File: config.mk
export PLATFORM = sky130hd
export DESIGN_NAME = div_iter_core_flat
export DESIGN_NICKNAME = d
export VERILOG_FILES = /design/src/rtl/div_iter_core_if.sv /design/src/rtl/div_iter_core.sv /design/src/flat_wrapper.sv
export SDC_FILE = /design/constraint.sdc
export NUM_CORES = 1
export LEC_CHECK = 0
export BUFFER_PORTS_ARGS = -buffer_cell sky130_fd_sc_hd__buf_2
export CAP_MARGIN = 30
export CORE_MARGIN = 3
export CORE_UTILIZATION = 30
export DETAILED_ROUTE_END_ITERATION = 10
export PLACE_DENSITY = 0.53
export SLEW_MARGIN = 0
export SYNTH_ARGS = -nofsm -noshare
export SYNTH_HDL_FRONTEND = slang
export SYNTH_SLANG_ARGS = --single-unit
File: constraint.sdc
create_clock -name clock -period 4.2 [get_ports clock]
set_clock_uncertainty 0.15 [all_clocks]
set_input_delay 0.84 -clock clock [delete_from_list [all_inputs] [get_ports clock]]
set_output_delay 0.84 -clock clock [all_outputs]
set_load 0.01 [all_outputs]
File: src/rtl/div_iter_core_if.sv
// Operand/result bundle between pre-conditioning, the iterative divider and the result mux.
// Latency: none, wires only.
// Backpressure: none; the driver watches busy, and ctrl_div while busy is dropped. data_remainder exists only with DIV_REMAINDER_EN.
interface div_iter_core_if #(
    parameter int WIDTH = 32
);
    logic             ctrl_div;
    logic [WIDTH-1:0] mag_dividend;
    logic [WIDTH-1:0] mag_divisor;
    logic             sign_dividend;
    logic             sign_divisor;
    logic [WIDTH-1:0] data_result;
    logic             data_exception;
    logic             data_resultRDY;
    logic             busy;
`ifdef DIV_REMAINDER_EN
    logic [WIDTH-1:0] data_remainder;
`endif

`ifdef DIV_REMAINDER_EN
    modport master (
        output ctrl_div, mag_dividend, mag_divisor, sign_dividend, sign_divisor,
        input  data_result, data_exception, data_resultRDY, busy, data_remainder
    );
    modport slave (
        input  ctrl_div, mag_dividend, mag_divisor, sign_dividend, sign_divisor,
        output data_result, data_exception, data_resultRDY, busy, data_remainder
    );
`else
    modport master (
        output ctrl_div, mag_dividend, mag_divisor, sign_dividend, sign_divisor,
        input  data_result, data_exception, data_resultRDY, busy
    );
    modport slave (
        input  ctrl_div, mag_dividend, mag_divisor, sign_dividend, sign_divisor,
        output data_result, data_exception, data_resultRDY, busy
    );
`endif
endinterface

File: src/rtl/div_iter_core.sv
// Iterative restoring divider: unsigned magnitudes in, signed quotient + exception out (remainder with DIV_REMAINDER_EN).
// Latency: RDY in the cycle after WIDTH+1 edges from the start edge; 1 edge for divide-by-zero.
// Backpressure: ctrl_div is only sampled in IDLE; requests while busy are dropped, results held until the next start.
module div_iter_core #(
    parameter int WIDTH = 32,
    parameter int CNT_W = 6     // 2**CNT_W must exceed WIDTH
) (
    input  logic            clock,
    input  logic            reset_n,
    div_iter_core_if.slave  dif
);

    typedef enum logic [1:0] {
        S_IDLE = 2'd0,
        S_RUN  = 2'd1,
        S_DONE = 2'd2
    } state_t;

    state_t             state_q;
    state_t             state_d;

    // Iteration state: partial remainder (one guard bit), shifting quotient, divisor, step count
    logic [WIDTH:0]     r_q;
    logic [WIDTH-1:0]   q_q;
    logic [WIDTH-1:0]   dvsr_q;
    logic [CNT_W-1:0]   cnt_q;
    logic               neg_q;

    // Held outputs
    logic [WIDTH-1:0]   res_q;
    logic               exc_q;
`ifdef DIV_REMAINDER_EN
    logic [WIDTH-1:0]   rem_q;
    logic               sgn_a_q;
`endif

    // Per-iteration combinational values
    logic [WIDTH+1:0]   ext;
    logic [WIDTH+1:0]   diff;
    logic [WIDTH:0]     r_nxt;
    logic [WIDTH-1:0]   q_nxt;
    logic [WIDTH-1:0]   q_signed;
    logic               ovf;

    logic               start;
    logic               div0;
    logic               last;

    // Control decode: accepted start, zero divisor, final iteration
    always_comb begin
        start = (state_q == S_IDLE) && dif.ctrl_div;
        div0  = (dif.mag_divisor == '0);
        last  = (state_q == S_RUN) && (cnt_q == CNT_W'(WIDTH - 1));
    end

    // One restoring step; the extra top bit of ext makes a borrow visible as diff's MSB
    always_comb begin
        ext  = {r_q, q_q[WIDTH-1]};
        diff = ext - {2'b00, dvsr_q};
        if (!diff[WIDTH+1]) begin
            r_nxt = diff[WIDTH:0];
            q_nxt = {q_q[WIDTH-2:0], 1'b1};
        end else begin
            r_nxt = ext[WIDTH:0];
            q_nxt = {q_q[WIDTH-2:0], 1'b0};
        end
        // A positive quotient with the top bit set only arises from most-negative / -1
        ovf = q_nxt[WIDTH-1] & ~neg_q;
        if (ovf) begin
            q_signed = {1'b1, {(WIDTH-1){1'b0}}};
        end else if (neg_q) begin
            q_signed = ~q_nxt + WIDTH'(1);
        end else begin
            q_signed = q_nxt;
        end
    end

    // State register
    always_ff @(posedge clock or negedge reset_n) begin
        if (!reset_n) begin
            state_q <= S_IDLE;
        end else begin
            state_q <= state_d;
        end
    end

    // Next-state logic
    always_comb begin
        state_d = state_q;
        case (state_q)
            S_IDLE:  if (dif.ctrl_div) state_d = div0 ? S_DONE : S_RUN;
            S_RUN:   if (last) state_d = S_DONE;
            S_DONE:  state_d = S_IDLE;
            default: state_d = S_IDLE;
        endcase
    end

    // Output decode from state only, so no input reaches an output combinationally
    always_comb begin
        dif.busy           = (state_q != S_IDLE);
        dif.data_resultRDY = (state_q == S_DONE);
    end

    // Iteration datapath: load on start, shift/subtract once per RUN cycle
    always_ff @(posedge clock or negedge reset_n) begin
        if (!reset_n) begin
            r_q     <= '0;
            q_q     <= '0;
            dvsr_q  <= '0;
            cnt_q   <= '0;
            neg_q   <= 1'b0;
`ifdef DIV_REMAINDER_EN
            sgn_a_q <= 1'b0;
`endif
        end else if (start) begin
            r_q     <= '0;
            q_q     <= dif.mag_dividend;
            dvsr_q  <= dif.mag_divisor;
            cnt_q   <= '0;
            neg_q   <= dif.sign_dividend ^ dif.sign_divisor;
`ifdef DIV_REMAINDER_EN
            sgn_a_q <= dif.sign_dividend;
`endif
        end else if (state_q == S_RUN) begin
            r_q     <= r_nxt;
            q_q     <= q_nxt;
            cnt_q   <= cnt_q + CNT_W'(1);
        end
    end

    // Result registers: written only on the edge entering DONE, held otherwise
    always_ff @(posedge clock or negedge reset_n) begin
        if (!reset_n) begin
            res_q <= '0;
            exc_q <= 1'b0;
`ifdef DIV_REMAINDER_EN
            rem_q <= '0;
`endif
        end else if (start && div0) begin
            res_q <= '0;
            exc_q <= 1'b1;
`ifdef DIV_REMAINDER_EN
            rem_q <= dif.sign_dividend ? -dif.mag_dividend : dif.mag_dividend;
`endif
        end else if (last) begin
            res_q <= q_signed;
            exc_q <= ovf;
`ifdef DIV_REMAINDER_EN
            rem_q <= sgn_a_q ? -r_nxt[WIDTH-1:0] : r_nxt[WIDTH-1:0];
`endif
        end
    end

    assign dif.data_result    = res_q;
    assign dif.data_exception = exc_q;
`ifdef DIV_REMAINDER_EN
    assign dif.data_remainder = rem_q;
`endif

endmodule

File: src/flat_wrapper.sv
// flat-port wrapper written by rule: the top's interface ports become plain ports
module div_iter_core_flat 
#(
    parameter int WIDTH = 32,
    parameter int CNT_W = 6                                  
)
  (clock, reset_n, dif_ctrl_div, dif_mag_dividend, dif_mag_divisor, dif_sign_dividend, dif_sign_divisor, dif_data_result, dif_data_exception, dif_data_resultRDY, dif_busy);
  div_iter_core_if #(.WIDTH(WIDTH)) dif_i ();
  input  logic clock;
  input  logic reset_n;
  input wire logic [$bits(dif_i.ctrl_div)-1:0] dif_ctrl_div;
  input wire logic [$bits(dif_i.mag_dividend)-1:0] dif_mag_dividend;
  input wire logic [$bits(dif_i.mag_divisor)-1:0] dif_mag_divisor;
  input wire logic [$bits(dif_i.sign_dividend)-1:0] dif_sign_dividend;
  input wire logic [$bits(dif_i.sign_divisor)-1:0] dif_sign_divisor;
  output wire logic [$bits(dif_i.data_result)-1:0] dif_data_result;
  output wire logic [$bits(dif_i.data_exception)-1:0] dif_data_exception;
  output wire logic [$bits(dif_i.data_resultRDY)-1:0] dif_data_resultRDY;
  output wire logic [$bits(dif_i.busy)-1:0] dif_busy;
  assign dif_i.ctrl_div = dif_ctrl_div;
  assign dif_i.mag_dividend = dif_mag_dividend;
  assign dif_i.mag_divisor = dif_mag_divisor;
  assign dif_i.sign_dividend = dif_sign_dividend;
  assign dif_i.sign_divisor = dif_sign_divisor;
  assign dif_data_result = dif_i.data_result;
  assign dif_data_exception = dif_i.data_exception;
  assign dif_data_resultRDY = dif_i.data_resultRDY;
  assign dif_busy = dif_i.busy;
  div_iter_core #(.WIDTH(WIDTH), .CNT_W(CNT_W)) u_core (.clock(clock), .reset_n(reset_n), .dif(dif_i));
endmodule
==> parameters.txt <==
Parameter                              Value

Floorplan
  Die footprint ... 30300 sq um
  Number of cell rows ... 60
  I/O pin cnt ... 104
  DIE WIDTH ... 174 um
  Core Box Area ... 27400 sq um
  Starting Density ... 30.9%
  Vertical extent of the die ... 174 um

Routing
  DRC violation total after the first TritonRoute iteration ... 663
  Routed wire per std cell ... 17.0 um
  DR vias/cell ... 5.22
  Number of nets with antenna violations after detailed routing ... 0
  Via total after detailed routing ... 7631
  First drt pass iteration count ... 5
  Routed WL ... 24.8 mm
  Number of remaining DRC errors ... 0

Power and ir drop
  Leakage ... 4.34 nW
  Power density over cell area ... 824 nW/um^2
  Maximum ir drop on the vdd rail ... 0.398 mV

Hold path
  Worst min-delay path class ... in2async

Job
  Number of violations of the max-capacitance limit ... 0

Global route
  Global-route wire length before repair ... 40.6 mm
  Number of antenna violations at the first check in global routing ... 0
  All-layer global routing usage ... 16.4%
  Via count of the first global-routing pass ... 7387
  Maximum number of pins on one net before global-route repair ... 73
  Grt ovf ... 0

Yosys
  Number of nets produced by synthesis ... 1099
  Leading register cell type out of synthesis ... sky130_fd_sc_hd__dfrtp_1
  Synth top area cells ... sky130_fd_sc_hd__dfrtp_1 (41%), sky130_fd_sc_hd__nand2_1 (7.6%), sky130_fd_sc_hd__o21ai_0 (6.3%)
  Share of synthesized area occupied by flip-flops and latches ... 41.0%
  Area share of the largest cell type after synthesis ... 41.0%
  Yosys warns ... 0
  Biggest area consumer among synthesized cells ... sky130_fd_sc_hd__dfrtp_1
  Register bit count reported by yosys ... 139
  Number of unique standard cell types used by synthesis ... 69
  Number of flops mapped to enable cells by yosys ... 0
  Post-synthesis instance area ... 8480 sq um
  Post-synthesis async set-or-reset flop share ... 100%
  Post-synthesis area per instance ... 8.52 sq um
  Synthesized netlist cell count ... 995

Critical path
  Category of the worst setup path launch point ... flop
  Crit path kind ... reg2reg
  Top fanout value on the critical path ... 6
  Arr. time, crit path ... 4.06 ns
  Crit end category ... flop
  Required arrival time at the worst endpoint ... 4.35 ns

Timing
  Final Hold Violating Endpoints ... 0
  FMAX ... 256 MHz
  Setup Viol. Count Final ... 0
  Headroom to the max-slew limit ... 37.5%
  Portion of the clock cycle consumed by the worst path in the final layout ... 93.1%
  Fin crit period ... 3.91 ns
  RSZ-0062 raised after global routing ... false
  Total Neg Setup Slack ... 0 ns
  Worst-Margin Slew ... 0.929 ns
  Number of pins exceeding their max-slew limit in the final report ... 0

Outcome
  Run status ... completed

Layout
  Diode count ... 0
  Share of post-route cells with drive strength above 1 ... 16.1%
  Net count of the finished layout ... 1180
  Area added between synthesis and finish ... 17.8%
  Final Instance Area ... 9990 sq um

Clock network
  Number of resized instances in the post-cts repair step ... 0
  TritonCTS sink count ... 139
  Maximum count of clock buffers along a single path ... 2
  Clock buffer count from CTS ... 17
  Cts hold-fix bufs ... 0
  CTS tree ... done
  Source-to-sink clock delay at the later pin of the worst-skew pair ... 0.42 ns
  Root cell of the clock tree ... sky130_fd_sc_hd__clkbuf_16
  CTS H-tree lvls ... 4
  Setup Fix Bufs, Post-CTS ... 0
  Clock-pin slew of the registers on the worst-case setup and hold paths ... 0.06 ns

Placed design
  Count of input and output buffers ... 103
  DP HPWL ... 17.3 mm
  Routability congestion estimate from global placement ... 0.873
  Cell Area, Placed ... 9410 sq um
## worst max-delay path: stages, from the launching register on
cell,delay [ns]
sky130_fd_sc_hd__dfrtp_1,0.40
sky130_fd_sc_hd__ha_1,0.37
sky130_fd_sc_hd__a21oi_1,0.22
sky130_fd_sc_hd__a21boi_1,0.12
sky130_fd_sc_hd__o311ai_2,0.37
sky130_fd_sc_hd__nand3_2,0.19
sky130_fd_sc_hd__nor3b_1,0.18
sky130_fd_sc_hd__nor4_2,0.30
sky130_fd_sc_hd__nor2_4,0.07
sky130_fd_sc_hd__inv_1,0.09
sky130_fd_sc_hd__ha_1,0.16
sky130_fd_sc_hd__nand2_1,0.16
sky130_fd_sc_hd__or3_4,0.46
sky130_fd_sc_hd__o31ai_1,0.28
sky130_fd_sc_hd__xor2_1,0.19
sky130_fd_sc_hd__o21ai_1,0.07
## power breakdown
group	switching, mW	internal [mW]	leakage [nW]	total [mW]
Clock	0.623	0.879	0.271	1.50
Sequential	0.500	1.83	1.65	2.33
Combinational	2.57	1.83	2.42	4.40
Total	3.69	4.54	4.34	8.23
## through the flow
| step | worst slack [ns] | total power, mW | util (%) | std cells | hold WS (ns) |
|---|---|---|---|---|---|
| finish | 0.288 | 8.23 | 36.5 | 1461 | 0.285 |
| global route | 0.0435 | 8.95 | 36.5 | 1461 | 0.333 |
| CTS | 0.316 | 8.26 | 36.5 | 1461 | 0.308 |
| detailed placement | 0.339 | 6.72 | 34.3 | 1429 | 0.323 |
| global placement | 0.417 | 6.68 | 34.3 | 1429 | 0.312 |
| floorplan | 0.427 | 5.60 | - | 995 | 0.297 |
## registers in the layout, summed over array words and instances, names as in the netlist
register	cells
u_core.cnt_q	6
u_core.dif.data_exception	1
u_core.dif.data_result	32
u_core.dvsr_q	32
u_core.neg_q	1
u_core.q_q	32
u_core.r_q	33
u_core.state_q	2
## cell usage after synthesis, drive strengths merged, types with 17 or more instances
master	count
a21oi	53
a22oi	28
clkbuf	47
dfrtp	139
ha	34
inv	47
mux2i	18
nand2	172
nand3	50
nor2	34
nor3	23
nor4	17
o21ai	108
or3	18
xor2	23
## cells in the final DEF, fill, tap and decap left out, drive strengths merged, types with 19 or more instances in the layout
master	n
nand2	172
dfrtp	139
buf	120
o21ai	108
a21oi	53
nand3	50
inv	48
ha	34
nor2	34
a22oi	28
xor2	23
nor3	23
clkbuf	19
## area by class of cell
cell class / count / area, sq um
Fill cell: 2822 / 17400
Timing Repair Buffer: 120 / 662
Inverter: 48 / 180
Clock inverter: 13 / 146
Sequential cell: 139 / 3480
Clock buffer: 19 / 433
Multi-Input combinational cell: 750 / 4630
Tap cell: 372 / 465
## per-layer routing
layer | global-route usage [%] | routed length [um] | up-vias
met5 | 0 | 0 | -
met4 | 4.42 | 338 | 0
met3 | 3.17 | 1110 | 21
met2 | 25.1 | 10900 | 191
met1 | 23.8 | 12400 | 3676
li1 | - | - | 3743
## logic make-up (layout without fill, tap and decap cells)
kind of cell / Yosys count / in the layout / share of synthesized area (%)
simple gates: 373 / 373 / 21.4
fa+ha+maj: 35 / 35 / 5.25
buf+inv: 106 / 200 / 4.81
compound gates: 285 / 285 / 21.4
mux: 18 / 18 / 2.12
flops: 139 / 139 / 41.0
xor+xnor: 39 / 39 / 4.03
## path summary, 6_finish.rpt
kind | startpoint | endpoint | slack [ns] | cells past startpoint
worst max-delay path | u_core.r_q[8] | u_core.dif.data_result[28] | 0.29 | 15
worst min-delay path | reset_n | u_core.dvsr_q[20] | 0.29 | 1
worst max register to register | u_core.r_q[8] | u_core.dif.data_result[28] | 0.29 | 15
worst min register to register | u_core.dif.data_result[6] | u_core.dif.data_result[6] | 0.33 | 2
max in group asynchronous | reset_n | u_core.r_q[14] | 2.87 | 2
min in group clock | u_core.dif.data_result[6] | u_core.dif.data_result[6] | 0.33 | 2
No activity file was read; power rests on OpenSTA's default activity.
